--- src/rtl/pref_pkg.sv ---
// Shared prefetch address types used by the IP-stride prefetcher and the prefetch issue queue.
package pref_pkg;

    localparam int ADDR_SIZE       = 64;
    localparam int LOG2_BLOCK_SIZE = 6;
    localparam int LOG2_PAGE_SIZE  = 12;
    localparam int CLA_SIZE        = ADDR_SIZE - LOG2_BLOCK_SIZE;

    typedef logic [ADDR_SIZE-1:0] addr_t;
    typedef logic [CLA_SIZE-1:0]  cla_t;

    function automatic cla_t to_cla(addr_t a);
        return cla_t'(a >> LOG2_BLOCK_SIZE);
    endfunction

    function automatic addr_t to_addr(cla_t c);
        return {c, {LOG2_BLOCK_SIZE{1'b0}}};
    endfunction

    function automatic logic same_page(addr_t a, addr_t b);
        return (a >> LOG2_PAGE_SIZE) == (b >> LOG2_PAGE_SIZE);
    endfunction

endpackage

--- src/rtl/pref_issue_queue_if.sv ---
// L2 prefetch request handshake between the issue queue (master) and the request arbiter (slave).
interface pref_issue_queue_if;
    import pref_pkg::*;

    addr_t req_addr_o;
    logic  req_valid_o;
    logic  req_ready_i;

    modport master (
        output req_addr_o,
        output req_valid_o,
        input  req_ready_i
    );

    modport slave (
        input  req_addr_o,
        input  req_valid_o,
        output req_ready_i
    );

endinterface

--- src/rtl/pref_recent_filter.sv ---
// Small CAM of recently issued block addresses, refilled round-robin on every issue handshake.
module pref_recent_filter
    import pref_pkg::*;
#(
    parameter int FILTER_ENTRIES = 16
) (
    input  logic       clk,
    input  logic       rst,
    input  cla_t       lookup_cla [3],
    output logic [2:0] lookup_hit,
    input  logic       ins_valid,
    input  cla_t       ins_cla
);

    localparam int FW = (FILTER_ENTRIES > 1) ? $clog2(FILTER_ENTRIES) : 1;

    cla_t                    tag [FILTER_ENTRIES];
    logic [FILTER_ENTRIES-1:0] tag_vld;
    logic [FW-1:0]           ptr;

    always_ff @(posedge clk) begin
        if (rst) begin
            tag_vld <= '0;
            ptr     <= '0;
        end else if (ins_valid) begin
            tag_vld[ptr] <= 1'b1;
            ptr          <= (ptr == FW'(FILTER_ENTRIES - 1)) ? '0 : ptr + FW'(1);
        end
    end

    // Tag contents need no reset: tag_vld gates every match.
    always_ff @(posedge clk) begin
        if (ins_valid) begin
            tag[ptr] <= ins_cla;
        end
    end

    always_comb begin
        lookup_hit = '0;
        for (int k = 0; k < 3; k++) begin
            for (int e = 0; e < FILTER_ENTRIES; e++) begin
                if (tag_vld[e] && (tag[e] == lookup_cla[k])) begin
                    lookup_hit[k] = 1'b1;
                end
            end
        end
    end

endmodule

--- src/rtl/pref_issue_queue.sv ---
// Prefetch issue queue: dedups and buffers up to three candidates per cycle, issues one per handshake.
// Optional recently-issued filter is built when PREF_RECENT_FILTER_EN is defined.
module pref_issue_queue
    import pref_pkg::*;
#(
    parameter int QUEUE_DEPTH    = 8,
    parameter int FILTER_ENTRIES = 16
) (
    input  logic                          clk,
    input  logic                          rst,
    input  addr_t                         pref_addr1_i,
    input  addr_t                         pref_addr2_i,
    input  addr_t                         pref_addr3_i,
    input  logic                          pref_valid1_i,
    input  logic                          pref_valid2_i,
    input  logic                          pref_valid3_i,
    pref_issue_queue_if.master            req,
    output logic [15:0]                   drop_full_o,
    output logic [15:0]                   drop_dup_o,
    output logic [$clog2(QUEUE_DEPTH):0]  occupancy_o
);

    localparam int PW = $clog2(QUEUE_DEPTH);
    localparam int CW = PW + 1;

    if ((QUEUE_DEPTH < 4) || (QUEUE_DEPTH > 32) || ((QUEUE_DEPTH & (QUEUE_DEPTH - 1)) != 0)
        || (FILTER_ENTRIES < 2)) begin : g_bad_param
        $error("pref_issue_queue: unsupported QUEUE_DEPTH or FILTER_ENTRIES");
    end

    function automatic logic [15:0] sat_add(logic [15:0] cnt, logic [1:0] inc);
        logic [16:0] sum;
        sum = {1'b0, cnt} + 17'(inc);
        return sum[16] ? 16'hFFFF : sum[15:0];
    endfunction

    cla_t              mem [QUEUE_DEPTH];
    logic [PW-1:0]     head;
    logic [PW-1:0]     tail;
    logic [CW-1:0]     count;
    logic [15:0]       drop_full;
    logic [15:0]       drop_dup;

    logic              req_valid;
    logic              pop;
    logic [CW-1:0]     free_slots;
    logic [QUEUE_DEPTH-1:0] ent_vld;

    cla_t              cand_cla [3];
    logic [2:0]        cand_vld;
    logic [2:0]        filt_hit;
    logic [2:0]        dup;
    logic [2:0]        acc;
    logic [PW-1:0]     wr_idx [3];
    logic [1:0]        n_acc;
    logic [1:0]        n_dup;
    logic [1:0]        n_full;

    assign cand_cla[0] = to_cla(pref_addr1_i);
    assign cand_cla[1] = to_cla(pref_addr2_i);
    assign cand_cla[2] = to_cla(pref_addr3_i);
    assign cand_vld    = {pref_valid3_i, pref_valid2_i, pref_valid1_i};

    assign req_valid  = (count != '0);
    assign pop        = req_valid && req.req_ready_i;
    assign free_slots = CW'(QUEUE_DEPTH) - count + CW'(pop);

`ifdef PREF_RECENT_FILTER_EN
    pref_recent_filter #(
        .FILTER_ENTRIES (FILTER_ENTRIES)
    ) u_recent_filter (
        .clk        (clk),
        .rst        (rst),
        .lookup_cla (cand_cla),
        .lookup_hit (filt_hit),
        .ins_valid  (pop),
        .ins_cla    (mem[head])
    );
`else
    assign filt_hit = '0;
`endif

    // Entry i is live when its distance from head is below count; the popped head still counts.
    always_comb begin
        ent_vld = '0;
        for (int i = 0; i < QUEUE_DEPTH; i++) begin
            ent_vld[i] = ({1'b0, PW'(i) - head} < count);
        end
    end

    always_comb begin
        dup    = '0;
        acc    = '0;
        n_acc  = '0;
        n_dup  = '0;
        n_full = '0;
        for (int k = 0; k < 3; k++) begin
            wr_idx[k] = '0;
        end
        for (int k = 0; k < 3; k++) begin
            if (cand_vld[k]) begin
                dup[k] = filt_hit[k];
                for (int i = 0; i < QUEUE_DEPTH; i++) begin
                    if (ent_vld[i] && (mem[i] == cand_cla[k])) begin
                        dup[k] = 1'b1;
                    end
                end
                for (int j = 0; j < k; j++) begin
                    if (acc[j] && (cand_cla[j] == cand_cla[k])) begin
                        dup[k] = 1'b1;
                    end
                end
                if (dup[k]) begin
                    n_dup = n_dup + 2'd1;
                end else if (CW'(n_acc) < free_slots) begin
                    acc[k]    = 1'b1;
                    wr_idx[k] = tail + PW'(n_acc);
                    n_acc     = n_acc + 2'd1;
                end else begin
                    n_full = n_full + 2'd1;
                end
            end
        end
    end

    always_ff @(posedge clk) begin
        if (rst) begin
            head      <= '0;
            tail      <= '0;
            count     <= '0;
            drop_full <= '0;
            drop_dup  <= '0;
        end else begin
            head      <= head + PW'(pop);
            tail      <= tail + PW'(n_acc);
            count     <= count - CW'(pop) + CW'(n_acc);
            drop_full <= sat_add(drop_full, n_full);
            drop_dup  <= sat_add(drop_dup, n_dup);
        end
    end

    // Storage is data only; writes always land in free slots so the head entry stays stable.
    always_ff @(posedge clk) begin
        for (int k = 0; k < 3; k++) begin
            if (acc[k]) begin
                mem[wr_idx[k]] <= cand_cla[k];
            end
        end
    end

    assign req.req_valid_o = req_valid;
    assign req.req_addr_o  = req_valid ? to_addr(mem[head]) : '0;
    assign drop_full_o     = drop_full;
    assign drop_dup_o      = drop_dup;
    assign occupancy_o     = count;

endmodule

--- src/flat_wrapper.sv ---
// flat-port wrapper written by rule: the top's interface ports become plain ports
module pref_issue_queue_flat import pref_pkg::*;
#(
    parameter int QUEUE_DEPTH    = 8,
    parameter int FILTER_ENTRIES = 16
)
  (clk, rst, pref_addr1_i, pref_addr2_i, pref_addr3_i, pref_valid1_i, pref_valid2_i, pref_valid3_i, drop_full_o, drop_dup_o, occupancy_o, req_req_addr_o, req_req_valid_o, req_req_ready_i);
  pref_issue_queue_if req_i ();
  input  logic clk;
  input  logic rst;
  input  addr_t pref_addr1_i;
  input  addr_t pref_addr2_i;
  input  addr_t pref_addr3_i;
  input  logic pref_valid1_i;
  input  logic pref_valid2_i;
  input  logic pref_valid3_i;
  output logic [15:0] drop_full_o;
  output logic [15:0] drop_dup_o;
  output logic [$clog2(QUEUE_DEPTH):0] occupancy_o;
  output wire logic [$bits(req_i.req_addr_o)-1:0] req_req_addr_o;
  output wire logic [$bits(req_i.req_valid_o)-1:0] req_req_valid_o;
  input wire logic [$bits(req_i.req_ready_i)-1:0] req_req_ready_i;
  assign req_req_addr_o = req_i.req_addr_o;
  assign req_req_valid_o = req_i.req_valid_o;
  assign req_i.req_ready_i = req_req_ready_i;
  pref_issue_queue #(.QUEUE_DEPTH(QUEUE_DEPTH), .FILTER_ENTRIES(FILTER_ENTRIES)) u_core (.clk(clk), .rst(rst), .pref_addr1_i(pref_addr1_i), .pref_addr2_i(pref_addr2_i), .pref_addr3_i(pref_addr3_i), .pref_valid1_i(pref_valid1_i), .pref_valid2_i(pref_valid2_i), .pref_valid3_i(pref_valid3_i), .req(req_i), .drop_full_o(drop_full_o), .drop_dup_o(drop_dup_o), .occupancy_o(occupancy_o));
endmodule
--- config.mk ---
export PLATFORM = sky130hd
export DESIGN_NAME = pref_issue_queue_flat
export DESIGN_NICKNAME = d
export VERILOG_FILES = /design/src/rtl/pref_pkg.sv /design/src/rtl/pref_issue_queue_if.sv /design/src/rtl/pref_recent_filter.sv /design/src/rtl/pref_issue_queue.sv /design/src/flat_wrapper.sv
export SDC_FILE = /design/constraint.sdc
export NUM_CORES = 2
export LEC_CHECK = 0
export ABC_AREA = 1
export CAP_MARGIN = 30
export CORE_MARGIN = 4
export CORE_UTILIZATION = 30
export DETAILED_ROUTE_END_ITERATION = 12
export HOLD_SLACK_MARGIN = 0.02
export SLEW_MARGIN = 20
export SYNTH_ARGS = -nofsm -noshare
export SYNTH_HDL_FRONTEND = slang
export SYNTH_SLANG_ARGS = --single-unit
--- constraint.sdc ---
create_clock -name clk -period 11.8 [get_ports clk]
set_clock_uncertainty 0.05 [all_clocks]
set_input_delay 3.54 -clock clk [delete_from_list [all_inputs] [get_ports clk]]
set_output_delay 3.54 -clock clk [all_outputs]
set_load 0.01 [all_outputs]
Word-level counts from Yosys, hierarchy flattened:

Memories as Yosys holds them, arrays and structs flattened. A register that Yosys moved wholly into a read port is not among the register bits.
Index checks and enable logic that the tools add are counted.

* flip-flop bits (word level): 42
* memory bits (writable): 464
* input port bits: 198
* memories kept: 1

Memories
* u_core.mem: depth 8, bits a word 58, read ports 9, clocked after memory_dff 1, write ports 3, RTL line pref_issue_queue.sv:37 `cla_t mem [QUEUE_DEPTH];`

* add/sub/neg operators: 24
* magnitude comparators: 11
* equality and inequality tests: 27
* mux-type cells: 82
* reductions and logical operators: 29

Operator list (number)
* equality test 58 bit: 27
* 2-to-1 mux 64 bit: 1
* 2-to-1 mux 1 bit: 48
* 2-to-1 mux 2 bit: 21
* adder 16 x 2 -> 17 bit: 2
* less-than comparator 3 x 4 -> 1 bit: 8
* 2-to-1 mux 16 bit: 2
* 2-to-1 mux 3 bit: 10
* logical AND 1 bit: 28
* adder 2 x 1 -> 2 bit (second input constant): 6
* subtractor 3 bit (first input constant): 4
* adder 3 x 2 -> 3 bit: 3
* less-than comparator 2 x 4 -> 1 bit: 2
* subtractor 1 x 3 -> 3 bit (first input constant): 2
* subtractor 2 x 3 -> 3 bit (first input constant): 2
* adder 4 x 1 -> 4 bit: 1
* adder 4 x 2 -> 4 bit: 1
* less-than comparator 1 x 4 -> 1 bit (first input constant): 1
* nonzero test 4 bit: 1
* subtractor 4 x 1 -> 4 bit: 1
* subtractor 4 bit (first input constant): 1
* adder 3 x 1 -> 3 bit: 1

Depth between registers and ports, before layout:

* word-level depth: 26
* depth in mapped cells: 42

Least setup slack after synthesis:

OpenSTA, ideal clock, no wires.

* path type: input to register
* start point: input port pref_addr1_i[8]
* end point: memory u_core.mem[0][0] in the netlist's numbering (enable)
* library setup time: 0.798 ns
* arrival: 8.468 ns
* data required time: 10.952 ns
* slack: 2.484 ns
* stages: 30
* cell sequence: buf_4 > inv_2 > buf_2 > nand2_1 > nand2_1 > nor2_1 > nand2_1 > nor2_1 > nand2_1 > nor2_1 > nand3_1 > nand2_1 > nor2_1 > nand2_2 > inv_2 > nand3_2 > nand2_4 > inv_1 > ha_1 > nand4_1 > nand2_1 > ha_1 > inv_1 > fa_1 > xnor2_1 > o211ai_4 > nand2_1 > buf_4 > buf_4 > nand3_1

RTL lines
* from (decl): RTL line flat_wrapper.sv:11 `input addr_t pref_addr1_i;`
* to (decl): RTL line pref_issue_queue.sv:37

==> results list <==
- Final count of pins violating max slew: 0
* Critical hold path startpoint: u_core.drop_full_o[14]
* Final Critical Period: approximately 10 ns
* Count of state elements after synthesis: a little over 500
- Total die area: 195000 um2
- After clock tree synthesis, the clock-pin slew on the worst setup and hold paths is approximately 0.06 ns.
* Pin count of the biggest net entering global routing: approximately 190
- Using the TritonRoute via totals, the vias-per-cell ratio works out to ~6.
* Clock power frac: 13.8%
- Routed length on met3: between 40000 and 50000 um
- At the later pin of the worst-skew pair, clock insertion delay measures between 0.7 and 0.8 ns.
- Register share of total power: 25.6%
- In the final routing, the length of wire on met1 measures around 160000 um.
- At the worst endpoint, the arrival time is ~10 ns.
- Final cycle utilization of the critical path: 84.6%
- Yosys cell types: 54
- The critical path is of the input pin to flop type.
- Crit Reg-Reg Endpoint: u_core.mem[2][41]
* Asr flop ratio synth: 0%
- RSZ-0062 raised after global routing: false
- The tool flagged a number of max-cap violations equal to 0.
- The pre-antenna-repair detailed-routing pass consisted of 7 iterations.
- Startpoint type of the worst setup path: input pin
- From bottom edge to top edge, the die measures approximately 440 um.
* Netlist Area Pre-Place: around 57000 um2
* Violation count after the first detailed-route iteration: ~11000
* Number of rows in the core area: between 150 and 200
* Clock root buffer master: sky130_fd_sc_hd__clkbuf_16
* Met2 Wirelength: ~170000 um
- Wire length per cell: 36.9 um
- The startpoint identified for the worst register-to-register timing path is u_core.head[0].
- Count of yosys warnings during synthesis: 0
* Detail Route Antenna Nets: 0
* Tot Pwr: between 0.015 and 0.02 W
- Slew at the pin with the worst max-slew slack: around 1.1 ns
- Among all flip-flop cells after synthesis, the most frequent one is sky130_fd_sc_hd__edfxtp_1.
* Antenna violations before repair: 39
- In this run the standard cell core region covers approximately 190000 um2.
- Maximum fanout encountered on the critical timing path: 22
- Clock tree from TritonCTS: built
- Global routing finished with a remaining overflow of 0.
- Post-CTS Hold Buffers: 0
* Worst hold path stage count: 1
- A synthesized cell averages between 6 and 7 um2.
* Synthesized instance count: around 8900
- Detailed Route WL: approximately 420000 um
- The number of global-route vias before repair is just over 60000.
* TritonCTS buffer count: 75
- Count of buffers from port buffering: approximately 270
* Max Root-Sink Buffers: 3
- In the final timing run, aggregate negative setup slack is 0 ns.
* Post-CTS setup buffers: 0
- Fraction of final layout cells sized beyond drive strength 1: around 5.7%
* Highest signal layer in the routed design: met5
- At the end of routability-driven placement, the weighted congestion stood at 1.18.
- Count of endpoints failing setup in the final report: 0
- Cell internal power was estimated by the tool at between 0.007 and 0.008 W.
* Via count: a little under 70000
- Leading cell types in the layout, fill and taps excluded: sky130_fd_sc_hd__nand2_1, sky130_fd_sc_hd__nand3_1, sky130_fd_sc_hd__nor2_1
* Worst path required time: 12.12 ns
- After the last flow step, the layout net total stands at slightly below 9000.
* Leakage: ~26 nW
- STA classifies the critical path endpoint as a flop.
- In this run the horizontal extent of the chip is about 440 um.
* Reported net switching power: ~0.010 W
- VDD sags by at most roughly 410 uV.
- CTS saw around 510 sinks.
* Worst Reg-to-Reg Cells: 28
- Slowest stage cell, crit path: sky130_fd_sc_hd__clkdlybuf4s50_1
- Top achievable clock speed: around 0.1 GHz
- Power density over the cells: around 280 nW/um2
* Synth-to-layout area growth: 12.4%
* Result of the run: finished clean
- Most frequent standard cell in the layout excluding fill and tap cells: sky130_fd_sc_hd__nand2_1
* I/O pin cnt: approximately 300
- Worst setup timing slack at the placement stage: between 1 and 1.5 ns
- Number of hold violations in the final report: 0
- The largest single stage delay on the critical path is 0.86 ns.
- Across all hold checks on the routed design, the worst slack comes to 0.476 ns.
* GRT Resource Usage Total: 40.6%
- The synthesized design contains about 460 enable-type register cells.
- Worst Hold Class: flop to flop
- Rel. slew slack: ~24%
- In this run, the combinational gates consume around 61% of the power.
- Drt drc: 0
- H-tree levels: 3
* Count of cells resized by post-cts repair: 0
- Final setup margin: between 1.5 and 2 ns
- For this configuration, the core starts out at a cell density of between 30% and 40%.
- Cell repeated most along the worst path: sky130_fd_sc_hd__nand2_1
- Setup slack on the worst reg-to-reg path comes out at 4.24 ns.
- The path with the worst hold slack has its endpoint at u_core.drop_full_o[14].
- In this run switching power makes up between 50 and 60% of total power.
* Global-route wire length before repair: approximately 550000 um
- Post-synthesis sequential area ratio: around a quarter
- The wire-length estimate of the detail-placed layout is ~310000 um.
==> flip-flops by register name (all words and copies together), names as in the netlist <==
register / cells
u_core.drop_dup_o: 16
u_core.drop_full_o: 16
u_core.head: 3
u_core.mem: 464
u_core.occupancy_o: 4
u_core.tail: 3
==> power by group through the flow <==
stage	Clock [W]	Combinational, W	Sequential, W
global route	0.00248	0.0109	0.00444
finish	0.00242	0.0106	0.00449
floorplan	0	0.00546	0.00373
global placement	0	0.0101	0.00439
detailed placement	0	0.0102	0.00438
CTS	0.00243	0.0102	0.00436
==> cells in the mapped netlist, types with 3 or more instances <==
cell,n,area [um2]
sky130_fd_sc_hd__nor4_1,43,269
sky130_fd_sc_hd__o21a_1,5,37.5
sky130_fd_sc_hd__nand3_1,602,3010
sky130_fd_sc_hd__buf_2,268,1340
sky130_fd_sc_hd__nand4_2,4,50.1
sky130_fd_sc_hd__xor2_1,390,3420
sky130_fd_sc_hd__o2111ai_1,11,96.3
sky130_fd_sc_hd__a41oi_1,58,508
sky130_fd_sc_hd__buf_1,45,169
sky130_fd_sc_hd__a31oi_1,3,18.8
sky130_fd_sc_hd__buf_4,88,661
sky130_fd_sc_hd__nand2_2,3,18.8
sky130_fd_sc_hd__nor2_1,594,2230
sky130_fd_sc_hd__o21bai_1,350,2630
sky130_fd_sc_hd__inv_1,565,2120
sky130_fd_sc_hd__o211ai_1,172,1290
sky130_fd_sc_hd__edfxtp_1,464,13900
sky130_fd_sc_hd__nor2_2,3,18.8
sky130_fd_sc_hd__or2_2,11,68.8
sky130_fd_sc_hd__o22ai_1,50,313
sky130_fd_sc_hd__or2_1,5,31.3
sky130_fd_sc_hd__o21ai_1,89,445
sky130_fd_sc_hd__a211oi_1,5,37.5
sky130_fd_sc_hd__ha_1,36,450
sky130_fd_sc_hd__xnor2_1,309,2710
sky130_fd_sc_hd__inv_2,99,372
sky130_fd_sc_hd__nand2_1,3135,11800
sky130_fd_sc_hd__a21oi_1,127,636
sky130_fd_sc_hd__nand4_1,335,2100
sky130_fd_sc_hd__and2_1,4,25.0
sky130_fd_sc_hd__buf_6,35,394
sky130_fd_sc_hd__clkbuf_1,315,1180
sky130_fd_sc_hd__nand3_4,6,105
sky130_fd_sc_hd__fa_1,5,100
sky130_fd_sc_hd__nor2_4,6,67.6
sky130_fd_sc_hd__o21ai_0,464,2320
sky130_fd_sc_hd__dfxtp_1,42,841
sky130_fd_sc_hd__nor3_1,104,521
sky130_fd_sc_hd__nand2_4,3,33.8
sky130_fd_sc_hd__clkinv_1,4,15.0
==> metrics by stage <==
stage	instance area (um2)	cells	utilization, %
after floorplan	56500	8881	-
after global placement	60900	11100	32.5
after detailed placement	61000	11100	32.5
after CTS	63500	11300	33.8
after global routing	63500	11300	33.8
final	63500	11300	33.9
==> how the worst max path moves through the flow <==
stage                           from                endpoint  depth (start not counted)
global placement    pref_addr1_i[40]       u_core.mem[0][32]                         21
global route        pref_addr1_i[40]  u_core.drop_full_o[13]                         32
finish              pref_addr1_i[54]       u_core.mem[2][41]                         25
floorplan            pref_addr1_i[8]        u_core.mem[0][0]                         30
CTS                 pref_addr1_i[40]       u_core.mem[0][32]                         21
detailed placement  pref_addr1_i[40]       u_core.mem[0][32]                         21
==> routing by layer <==
layer	GRT usage (%)	vias to the layer above
met2	59.5	5346
met3	9.36	1066
met1	51.9	33100
li1	-	28800
met5	0	-
met4	30.2	14
==> kinds of logic (layout without fill, tap and decap cells) <==
kind of cell               count (synthesis)  after routing  share of synthesized area [%]
AOI/OAI and AO/OA                       1340           1340                           14.8
xor gates and xnor gates                 699            699                           10.8
adders and majority gates                 41             41                          0.974
buffers and inverters                   1419           1300                           11.1
DFF                                      506            506                           26.1
other                                      1             34                        0.00663
and+or+nand+nor                         4870           4870                           36.1
==> cell type report <==
class	count	area, um2
multi-input cells	6956	35800
clock inverters	44	459
clock buffers	89	1980
inverters	668	2510
well taps	2495	3120
repair buffers	499	4840
diodes	28	70.1
fillers	20600	124000
flip-flops and latches	506	14800
==> critical path: cells and delay by family <==
kind / cells / cell delay, ns
buffers and inverters: 6 / 1.76
adders and majority gates: 3 / 0.87
xor gates and xnor gates: 1 / 0.35
and+or+nand+nor: 15 / 3.66
No activity file was read; power rests on OpenSTA's default activity.
